==> src/rtl/bcd_to_bin.sv <==
// Iterative packed-BCD to binary converter (reverse double-dabble).
// One shift-and-correct iteration per clock; start/busy/done handshake.
module bcd_to_bin #(
  parameter int DIGITS    = 4,
  parameter int BIN_WIDTH = 14
) (
  input  logic                  clk,
  input  logic                  rst,
  input  logic                  start,
  input  logic [4*DIGITS-1:0]   bcd_in,
  output logic                  busy,
  output logic                  done,
  output logic                  err,
  output logic [BIN_WIDTH-1:0]  bin_out
);

  localparam int BW = 4 * DIGITS;
  localparam int TW = BW + BIN_WIDTH;
  localparam int CW = $clog2(BIN_WIDTH + 1);

  typedef enum logic [1:0] {
    IDLE,
    SHIFT,
    DONE
  } state_t;

  state_t               state;
  logic [BW-1:0]        bcd_reg;
  logic [BIN_WIDTH-1:0] bin_reg;
  logic [CW-1:0]        cnt;

  logic [TW-1:0]        sh;
  logic [BW-1:0]        bcd_nx;
  logic                 bad;

  // a nibble >= 8 is exactly one with its MSB set
  always_comb begin
    sh     = {bcd_reg, bin_reg} >> 1;
    bcd_nx = sh[TW-1:BIN_WIDTH];
    for (int i = 0; i < DIGITS; i++) begin
      if (bcd_nx[4*i+3]) begin
        bcd_nx[4*i +: 4] = bcd_nx[4*i +: 4] - 4'd3;
      end
    end
  end

  always_comb begin
    bad = 1'b0;
    for (int i = 0; i < DIGITS; i++) begin
      if (bcd_in[4*i +: 4] > 4'd9) begin
        bad = 1'b1;
      end
    end
  end

  always_ff @(posedge clk) begin
    if (rst) begin
      state   <= IDLE;
      bcd_reg <= '0;
      bin_reg <= '0;
      cnt     <= '0;
      busy    <= 1'b0;
      done    <= 1'b0;
      err     <= 1'b0;
      bin_out <= '0;
    end else begin
      done <= 1'b0;
      case (state)
        IDLE: begin
          if (start) begin
            err <= bad;
            if (bad) begin
              bin_out <= '0;
              done    <= 1'b1;
              state   <= DONE;
            end else begin
              bcd_reg <= bcd_in;
              bin_reg <= '0;
              cnt     <= CW'(BIN_WIDTH);
              busy    <= 1'b1;
              state   <= SHIFT;
            end
          end
        end
        SHIFT: begin
          bcd_reg <= bcd_nx;
          bin_reg <= sh[BIN_WIDTH-1:0];
          cnt     <= cnt - CW'(1);
          if (cnt == CW'(1)) begin
            bin_out <= sh[BIN_WIDTH-1:0];
            busy    <= 1'b0;
            done    <= 1'b1;
            state   <= DONE;
          end
        end
        DONE: begin
          state <= IDLE;
        end
        default: begin
          state <= IDLE;
        end
      endcase
    end
  end

endmodule

==> config.mk <==
export PLATFORM = sky130hd
export DESIGN_NAME = bcd_to_bin
export DESIGN_NICKNAME = d
export VERILOG_FILES = /design/src/rtl/bcd_to_bin.sv
export SDC_FILE = /design/constraint.sdc
export NUM_CORES = 1
export LEC_CHECK = 0
export ABC_CLOCK_PERIOD_IN_PS = 1700
export CAP_MARGIN = 20
export CORE_MARGIN = 3
export CORE_UTILIZATION = 47
export DETAILED_ROUTE_END_ITERATION = 12
export GPL_TIMING_DRIVEN = 0
export HOLD_SLACK_MARGIN = 0.15
export PLACE_DENSITY_LB_ADDON = 0.1
export SLEW_MARGIN = 0
export SYNTH_ARGS = -nofsm -noshare
export SYNTH_HDL_FRONTEND = slang
export SYNTH_SLANG_ARGS = --single-unit
==> constraint.sdc <==
create_clock -name clk -period 1.7 [get_ports clk]
set_input_delay 0.17 -clock clk [delete_from_list [all_inputs] [get_ports clk]]
set_output_delay 0.17 -clock clk [all_outputs]
set_load 0.02 [all_outputs]
# [Yosys cells after proc, flatten, opt, wreduce, memory -nomap -nowiden]
# Index checks and enable logic that the tools add are counted.
[totals] register_bits=53 latchBits=0 ram_bits=0 mem_bits_ro=0 input_bits=19 elab_cells=61 mem_count=0
[op_classes] n_addsub=4 n_mul=0 div=0 order_cmp=4 n_eq_ne=6 shift=0 muxes=32 bitwise_logic=0 reduce_logical=7
[ops] cell="$mux 14" n=5
[ops] cell="$pmux 14 s2" n=2
[ops] cell="$mux 16" n=2
[ops] cell="$pmux 16 s2" n=1
[ops] cell="$mux 4" n=5
[ops] cell="$gt 4x4->1 const B" n=4
[ops] cell="$sub 4x2->4 const B" n=3
[ops] cell="$mux 1" n=10
[ops] cell="$ne 2x2->1 const B" n=4
[ops] cell="$pmux 4 s2" n=1
[ops] cell="$reduce_and 4->1" n=2
[ops] cell="$mux 2" n=3
[ops] cell="$eq 4x1->1 const B" n=1
[ops] cell="$pmux 1 s2" n=2
[ops] cell="$pmux 2 s2" n=1
[ops] cell="$reduce_and 2->1" n=2
[ops] cell="$sub 4x1->4 const B" n=1
[ops] cell="$reduce_and 3->1" n=1
[ops] cell="$eq 2x1->1 const B" n=1
[ops] cell="$logic_not 2->1" n=1
[ops] cell="$reduce_bool 2->1" n=1

# [Longest topological paths before layout]
# Gate-level depths: netlist of the first run.
[logic_depth] depth_word=8 ltp_mapped=7 mapped_depth_nobuf=6

# [Worst setup path after synthesis of the first run]
# OpenSTA, ideal clock, no wires.
[synth_path] path_type="register -> register" start="register cnt[1]" end="register bin_out[0]" setup_time_ps=59 arrival_ps=1634 slack_ps=7 stages_incl_launch_ff=7 path_cell_list="dfxtp_1 inv_1 ha_1 or3b_1 nor3_1 buf_2 a22o_1"
[synth_via] elab_chain_len=3
[synth_rtl] item="start: declaration" line_no="30" text="logic [CW-1:0] cnt;"
[synth_rtl] item="start signal: assignment" line_no="79" text="cnt <= CW'(BIN_WIDTH);"
[synth_rtl] item="start signal: assignment" line_no="88" text="cnt <= cnt - CW'(1);"
[synth_rtl] item="$eq 4x1->1" line_no="89" text="if (cnt == CW'(1)) begin"
[synth_rtl] item="$ne 2x2->1 (no source line)"
[synth_rtl] item="$reduce_and 4->1 (no source line)"
[synth_rtl] item="end signal: assignment" line_no="90" text="bin_out <= sh[BIN_WIDTH-1:0];"
[synth_rtl] item="end: declaration" line_no="14" text="output logic [BIN_WIDTH-1:0] bin_out"
# No other way between the ends.
# A chain may end at the register's enable or synchronous reset.

# [Worst setup path in the final report of the first run]
[layout_path] start="input bcd_in[13]" end="register bin_out[5]"
[layout_via] elab_chain_len=4
[layout_rtl] item="start: declaration" line_no="10" text="input logic [4*DIGITS-1:0] bcd_in,"
[layout_rtl] item="$gt 4x4->1" line_no="50" text="if (bcd_in[4*i +: 4] > 4'd9) begin"
[layout_rtl] item="$mux 1" line_no="50"
[layout_rtl] item="$ne 2x2->1 (no source line)"
[layout_rtl] item="$reduce_and 4->1 (no source line)"
# No other way between the ends.

==> metrics.yaml, run 1 <==
status: "complete, no violations"
num_vias: 1847
async_flop_share: 0
ys_seq_area_frac: 0.4749
hold_class: "in -> reg"
path_cells: "dlygate4sd2_1 > o21a_1 > or4_4 > a211oi_4 > buf_6 > a22o_1"
synth_edf_count: 0
synth_compound_area_frac: 0.2979
clkTransAtPathRegs_ns: 0.09
cts_tree: "yes"
fin_ws_ns: 0.07457
power_mw: 2.672
tightestPinTransition_ns: 0.4940
crit_required_ns: 1.95
powerDensity_mw_per_mm2: 923.2
grt_pass1_vias: 1787
largest_reg_flops: 16
insertion_delay_ns: 0.30
cp_data_arrival_time_ns: 1.88
p_seq_frac: 0.489
synth-adder-area-share: 0.02854
htreeDepth: 2
rsz0062_at_grt: "no"
die_area_sq_mm: 0.005520
slowest_stage: "or4_4"
finClkSkew_ns: 0.003337
dr.pass1.iters: 4
synth-seq-cells: 52
synth_top_area_share: 0.4749
cts_hold_buf: 0
cp_slowest_stage_delay_ns: 0.57
finalSetupViolations: 0
drive_gt1_frac: 0.1910
drt_wl_total_um: 5129
ant_nets: 0
nets: 291
die_y_um: 74.30
grt_pass1_wl_um: 8652
avgRoutedWirePerCell_um: 16.08
switchingPower_mw: 0.6498
synth_area_per_cell_sq_um: 9.874
critical_path_class: "in -> reg"
cts_made_buffers: 5
ys_warn_count: 0
gr-usage-all-layers: 0.2057
synthFlopType: "dfxtp_1"
wl_met2_um: 2140
dpl_cell_area_sq_mm: 0.002608
wl_met1_um: 2533
port_buffers: 35
cts_root_buf: "clkbuf_8"
coreArea_sq_mm: 0.004414
area_growth_pct: 32.02
synthTopCellsByArea: "dfxtp_1 (47%), a22o_1 (11%), nand2_1 (5.1%)"
swShare: 0.2432
synth-simple-area-share: 0.1084
synth_top_family_by_area: "compound AO/OA/AOI/OAI gates"
via_per_inst: 5.790
syn_area_sq_mm: 0.002192
slew_headroom: 0.6707
gp_congestion: 0.8665
post-place-ws_ns: -0.4915
ys_types: 35
start_util: 0.4966
layout_common_cells: "dfxtp_1 (49), nand2_1 (30), a22o_1 (27)"
comb_power_share: 0.150
synthMuxAreaShare: 0.02055
timing.final.max_slew_violations: 0
synth_top_area_cell: "dfxtp_1"
power.internal_mw: 2.022
synth_xor_area_frac: 0.03196
antenna_found_initial: 0
hpwl_um: 3450
cts_buffer_depth: 2
clock_power_share: 0.361
fp-row-count: 24
hold_violations: 0
dr_wl_met3_um: 366
max_cap_viol_count: 0
syn-instance-count: 222
die_w_um: 74.30
worstSetupStartpointType: "input port"
path_max_fanout: 5
synth_fp_nets: 246
min_period_over_period: 0.9561
leakage_nw: 1.132
antenna_cells: 0
hold_slack_ns: 0.1829
layout_commonest_cell: "dfxtp_1"
fin_crit_ns: 1.625
finalInstanceArea_sq_mm: 0.002894
grt_remaining_overflow: 0
grt_max_degree: 16
io_pins: 36
drc: 0
ir_worst_vdd_v: 0.0006904
endpoint_kind: "flip-flop"
drt_iter0_markers: 131
cts.sinks: 52
max_freq_ghz: 0.6152
routed.top_layer: "met4"
cells by family (layout without fill, tap and decap cells):
| group | Yosys count | in the layout |
|---|---|---|
| DFF | 52 | 52 |
| AOI/OAI and AO/OA | 81 | 81 |
| buffers and inverters | 19 | 64 |
| and+or+nand+nor | 53 | 53 |
| muxes | 4 | 4 |
| xor gates and xnor gates | 8 | 8 |
| adders and majority gates | 5 | 5 |
per-layer routing:
metal  track usage  vias to the layer above
li1              -                      919
met1        0.3045                      854
met2        0.2943                       64
met3       0.04459                       10
met4       0.07510                        0
met5             0                        -
metrics by stage:
step	setup TNS [ns]	util	cells
2_1_floorplan	0	-	222
3_3_place_gp	-19.02	0.5907	309
3_5_place_dp	-19.33	0.5907	309
4_1_cts	0	0.6406	318
5_1_grt	0	0.6556	319
6_report	0	0.6556	319
final cells by class:
class                           count  area, sq um
Buffer                             14        87.58
Clock buffer                        5        68.82
Clock inverter                      2        60.06
Fill cell                         377         1520
Inverter                            4        15.01
Multi-Input combinational cell    151         1175
Sequential cell                    52         1045
Tap cell                           52        65.06
Timing Repair Buffer               39        377.9
cells in the mapped netlist, drive strengths merged (5+ instances only):
cell / n
clkbuf: 10
nand2: 31
a21oi: 15
a2111oi: 9
ha: 5
dfxtp: 52
a311oi: 6
a22o: 27
nor2: 9
a31o: 6
o21a: 7
buf: 5
worst max-delay path, delay by kind of cell:
family,cells,cell delay (ns)
AOI/OAI and AO/OA,3,0.70
and+or+nand+nor,1,0.57
buffers and inverters,2,0.42
power groups by stage:
stage	Combinational [mW]	Sequential [mW]	Clock [mW]
after detailed placement	0.341	1.33	0
final	0.400	1.31	0.965
after global placement	0.339	1.33	0
after CTS	0.376	1.30	0.990
after global routing	0.439	1.31	1.04
after floorplan	0.215	1.33	0
what timing repair did:
| action | in CTS | in global routing |
|---|---|---|
| endpoints found under the setup margin | 40 | 44 |
| gates cloned | 1 | 0 |
| gates resized for setup | 41 | 24 |
| setup buffers | 2 | 1 |
| pin swaps | 8 | 3 |
final timing paths:
check / start / endpoint / slack (ns) / cells after the start
setup / recovery: bcd_in[13] / bin_out[5]$_SDFFE_PP0P_ / 0.07 / 6
hold / removal: bcd_in[3] / bcd_reg[3]$_SDFFE_PP0P_ / 0.18 / 3
setup reg to reg: cnt[1]$_SDFFE_PP0P_ / bin_out[5]$_SDFFE_PP0P_ / 0.08 / 7
hold reg to reg: bin_out[2]$_SDFFE_PP0P_ / bin_out[2]$_SDFFE_PP0P_ / 0.48 / 1
Note: power is estimated with default switching activity, not from simulation.
==> inputs of run 2 (changes only) <==
- CORE_ASPECT_RATIO: unset -> 1.75
==> run 2 against run 1 <==
Net effect: hold slack got worse by 0.010 ns; die area increased by 0.58%; sequential share of layout area decreased by 0.093 points; wire length increased by 3.2%; register-to-register slack about the same; clock power decreased by 32%; first-iteration DRC count decreased by 42%; cell area increased by 0.26%.
==> metrics.yaml, run 2 (synthesized netlist as in run 1, its figures left out) <==
status: "complete, no violations"
dr_wl_met3_um: 236  # -36%
slew_headroom: 0.6792  # +0.008577
min_period_over_period: 0.9515  # -0.004617
worstSetupStartpointType: "input port"
hold_slack_ns: 0.1726  # -0.01037 ns
port_buffers: 35  # unchanged
drt_wl_total_um: 5293  # +3.2%
layout_common_cells: "dfxtp_1 (49), nand2_1 (30), a22o_1 (27)"
coreArea_sq_mm: 0.004444  # +0.68%
grt_remaining_overflow: 0  # unchanged
cts.sinks: 52  # unchanged
antenna_found_initial: 0  # unchanged
timing.final.max_slew_violations: 0  # unchanged
powerDensity_mw_per_mm2: 820.0  # -11%
die_w_um: 57.63  # -22%
via_per_inst: 5.893  # +1.8%
ir_worst_vdd_v: 0.0007704  # +12%
nFillCells: 374  # -0.80%
hold_violations: 0  # unchanged
start_util: 0.4932  # -0.003355
routed.top_layer: "met4"
antenna_cells: 0  # unchanged
hold_class: "in -> reg"
grt_pass1_wl_um: 8776  # +1.4%
grt_pass1_vias: 1850  # +3.5%
io_pins: 36  # unchanged
area_growth_pct: 32.36
ant_nets: 0  # unchanged
gp_congestion: 0.8796  # +1.5%
path_max_fanout: 5  # unchanged
leakage_nw: 1.132  # about the same
drt_iter0_markers: 76  # -42%
tns_ns: 0  # unchanged
cts_root_buf: "clkbuf_8"
post-place-ws_ns: -0.5917  # -0.1002 ns
cp_data_arrival_time_ns: 1.86  # -0.02 ns
die_y_um: 96.35  # +30%
cts_tree: "yes"
finalNonFillerCells: 319  # unchanged
insertion_delay_ns: 0.30  # about the same
htreeDepth: 2  # unchanged
fin_crit_ns: 1.618  # -0.007850 ns
die_area_sq_mm: 0.005552  # +0.58%
drc: 0  # unchanged
nets: 292  # +0.34%
tightestPinTransition_ns: 0.4811  # -0.01286 ns
max_cap_viol_count: 0  # unchanged
clkTransAtPathRegs_ns: 0.09  # about the same
num_vias: 1880  # +1.8%
cts_buffer_depth: 2  # unchanged
crit_required_ns: 1.94  # about the same
finalInstanceArea_sq_mm: 0.002902  # +0.26%
finalSetupViolations: 0  # unchanged
dpl_cell_area_sq_mm: 0.002606  # about the same
drive_gt1_frac: 0.2127  # +0.02168
cts_made_buffers: 5  # unchanged
fin_ws_ns: 0.08242  # +0.007849 ns
regArea_sq_mm: 0.001045  # unchanged
avgRoutedWirePerCell_um: 16.59  # +3.2%
power_mw: 2.379  # -11%
finish.utilization: 0.6529  # -0.002740
layout_commonest_cell: "dfxtp_1"
multi_input_area_sq_mm: 0.001215  # +3.4%
dr.pass1.iters: 4  # unchanged
hpwl_um: 3711  # +7.6%
max_freq_ghz: 0.6182  # +0.49%
largest_reg_flops: 16  # unchanged
critical_path_class: "in -> reg"
fp-row-count: 32  # +33%
finClkSkew_ns: 0.004677  # +0.001340 ns
gr-usage-all-layers: 0.2012  # -0.004515
wl_met2_um: 2743  # +28%
endpoint_kind: "flip-flop"
wl_met1_um: 2226  # -12%
dp.cells: 308  # -0.32%
grt_max_degree: 15  # -1
run 2: cell count changes in the layout (fill, tap and decap cells not counted), sizes merged:
cell and change:
dlygate4sd2 -2, bufinv -2, clkbuf -1, dlymetal6s2s +2, clkinv +1, buf +3
run 2: worst max-delay path, cell delays in order:
cell and delay, ns:
dlygate4sd2_1 0.25, o21a_1 0.23, or4_4 0.59, a211oi_4 0.33, buf_6 0.17, a22o_1 0.12
run 2: area by class of cell:
type / count / share of cell area
Multi-Input combinational cell: 151 / 0.4187
Sequential cell: 52 / 0.3601
Clock inverter: 1 / 0.001725
Timing Repair Buffer: 40 / 0.1354
Clock buffer: 6 / 0.02501
Tap cell: 51 / 0.02199
Inverter: 4 / 0.005175
Buffer: 14 / 0.03191
run 2: routing by layer:
layer / global-route usage / vias up
met5: 0 / -
met4: 0.06963 / 0
met3: 0.04295 / 11
met2: 0.3538 / 51
met1: 0.2377 / 900
li1: - / 918
run 2: what timing repair did:
| item | CTS | global route |
|---|---|---|
| hold buffers | 0 | 0 |
| resized for setup | 41 | 35 |
| gates cloned | 1 | 0 |
| pin swaps | 6 | 3 |
| endpoints found under the setup margin | 42 | 43 |
| setup buffers | 1 | 3 |
run 2: power breakdown:
part	switching [mW]	total (mW)	internal [mW]	leakage [nW]
Sequential	0.0432	1.31	1.26	0.423
Clock	0.373	0.653	0.281	0.0410
Combinational	0.233	0.418	0.185	0.669
run 2: final timing paths:
path,from,endpoint,slack [ns],cells after the start
setup reg to reg,cnt[0]$_SDFFE_PP0P_,bin_out[8]$_SDFFE_PP0P_,0.09,6
setup / recovery,bcd_in[9],bin_out[6]$_SDFFE_PP0P_,0.08,6
hold / removal,bcd_in[13],bcd_reg[13]$_SDFFE_PP0P_,0.17,3
hold reg to reg,bcd_reg[15]$_SDFFE_PP0P_,bcd_reg[15]$_SDFFE_PP0P_,0.48,2
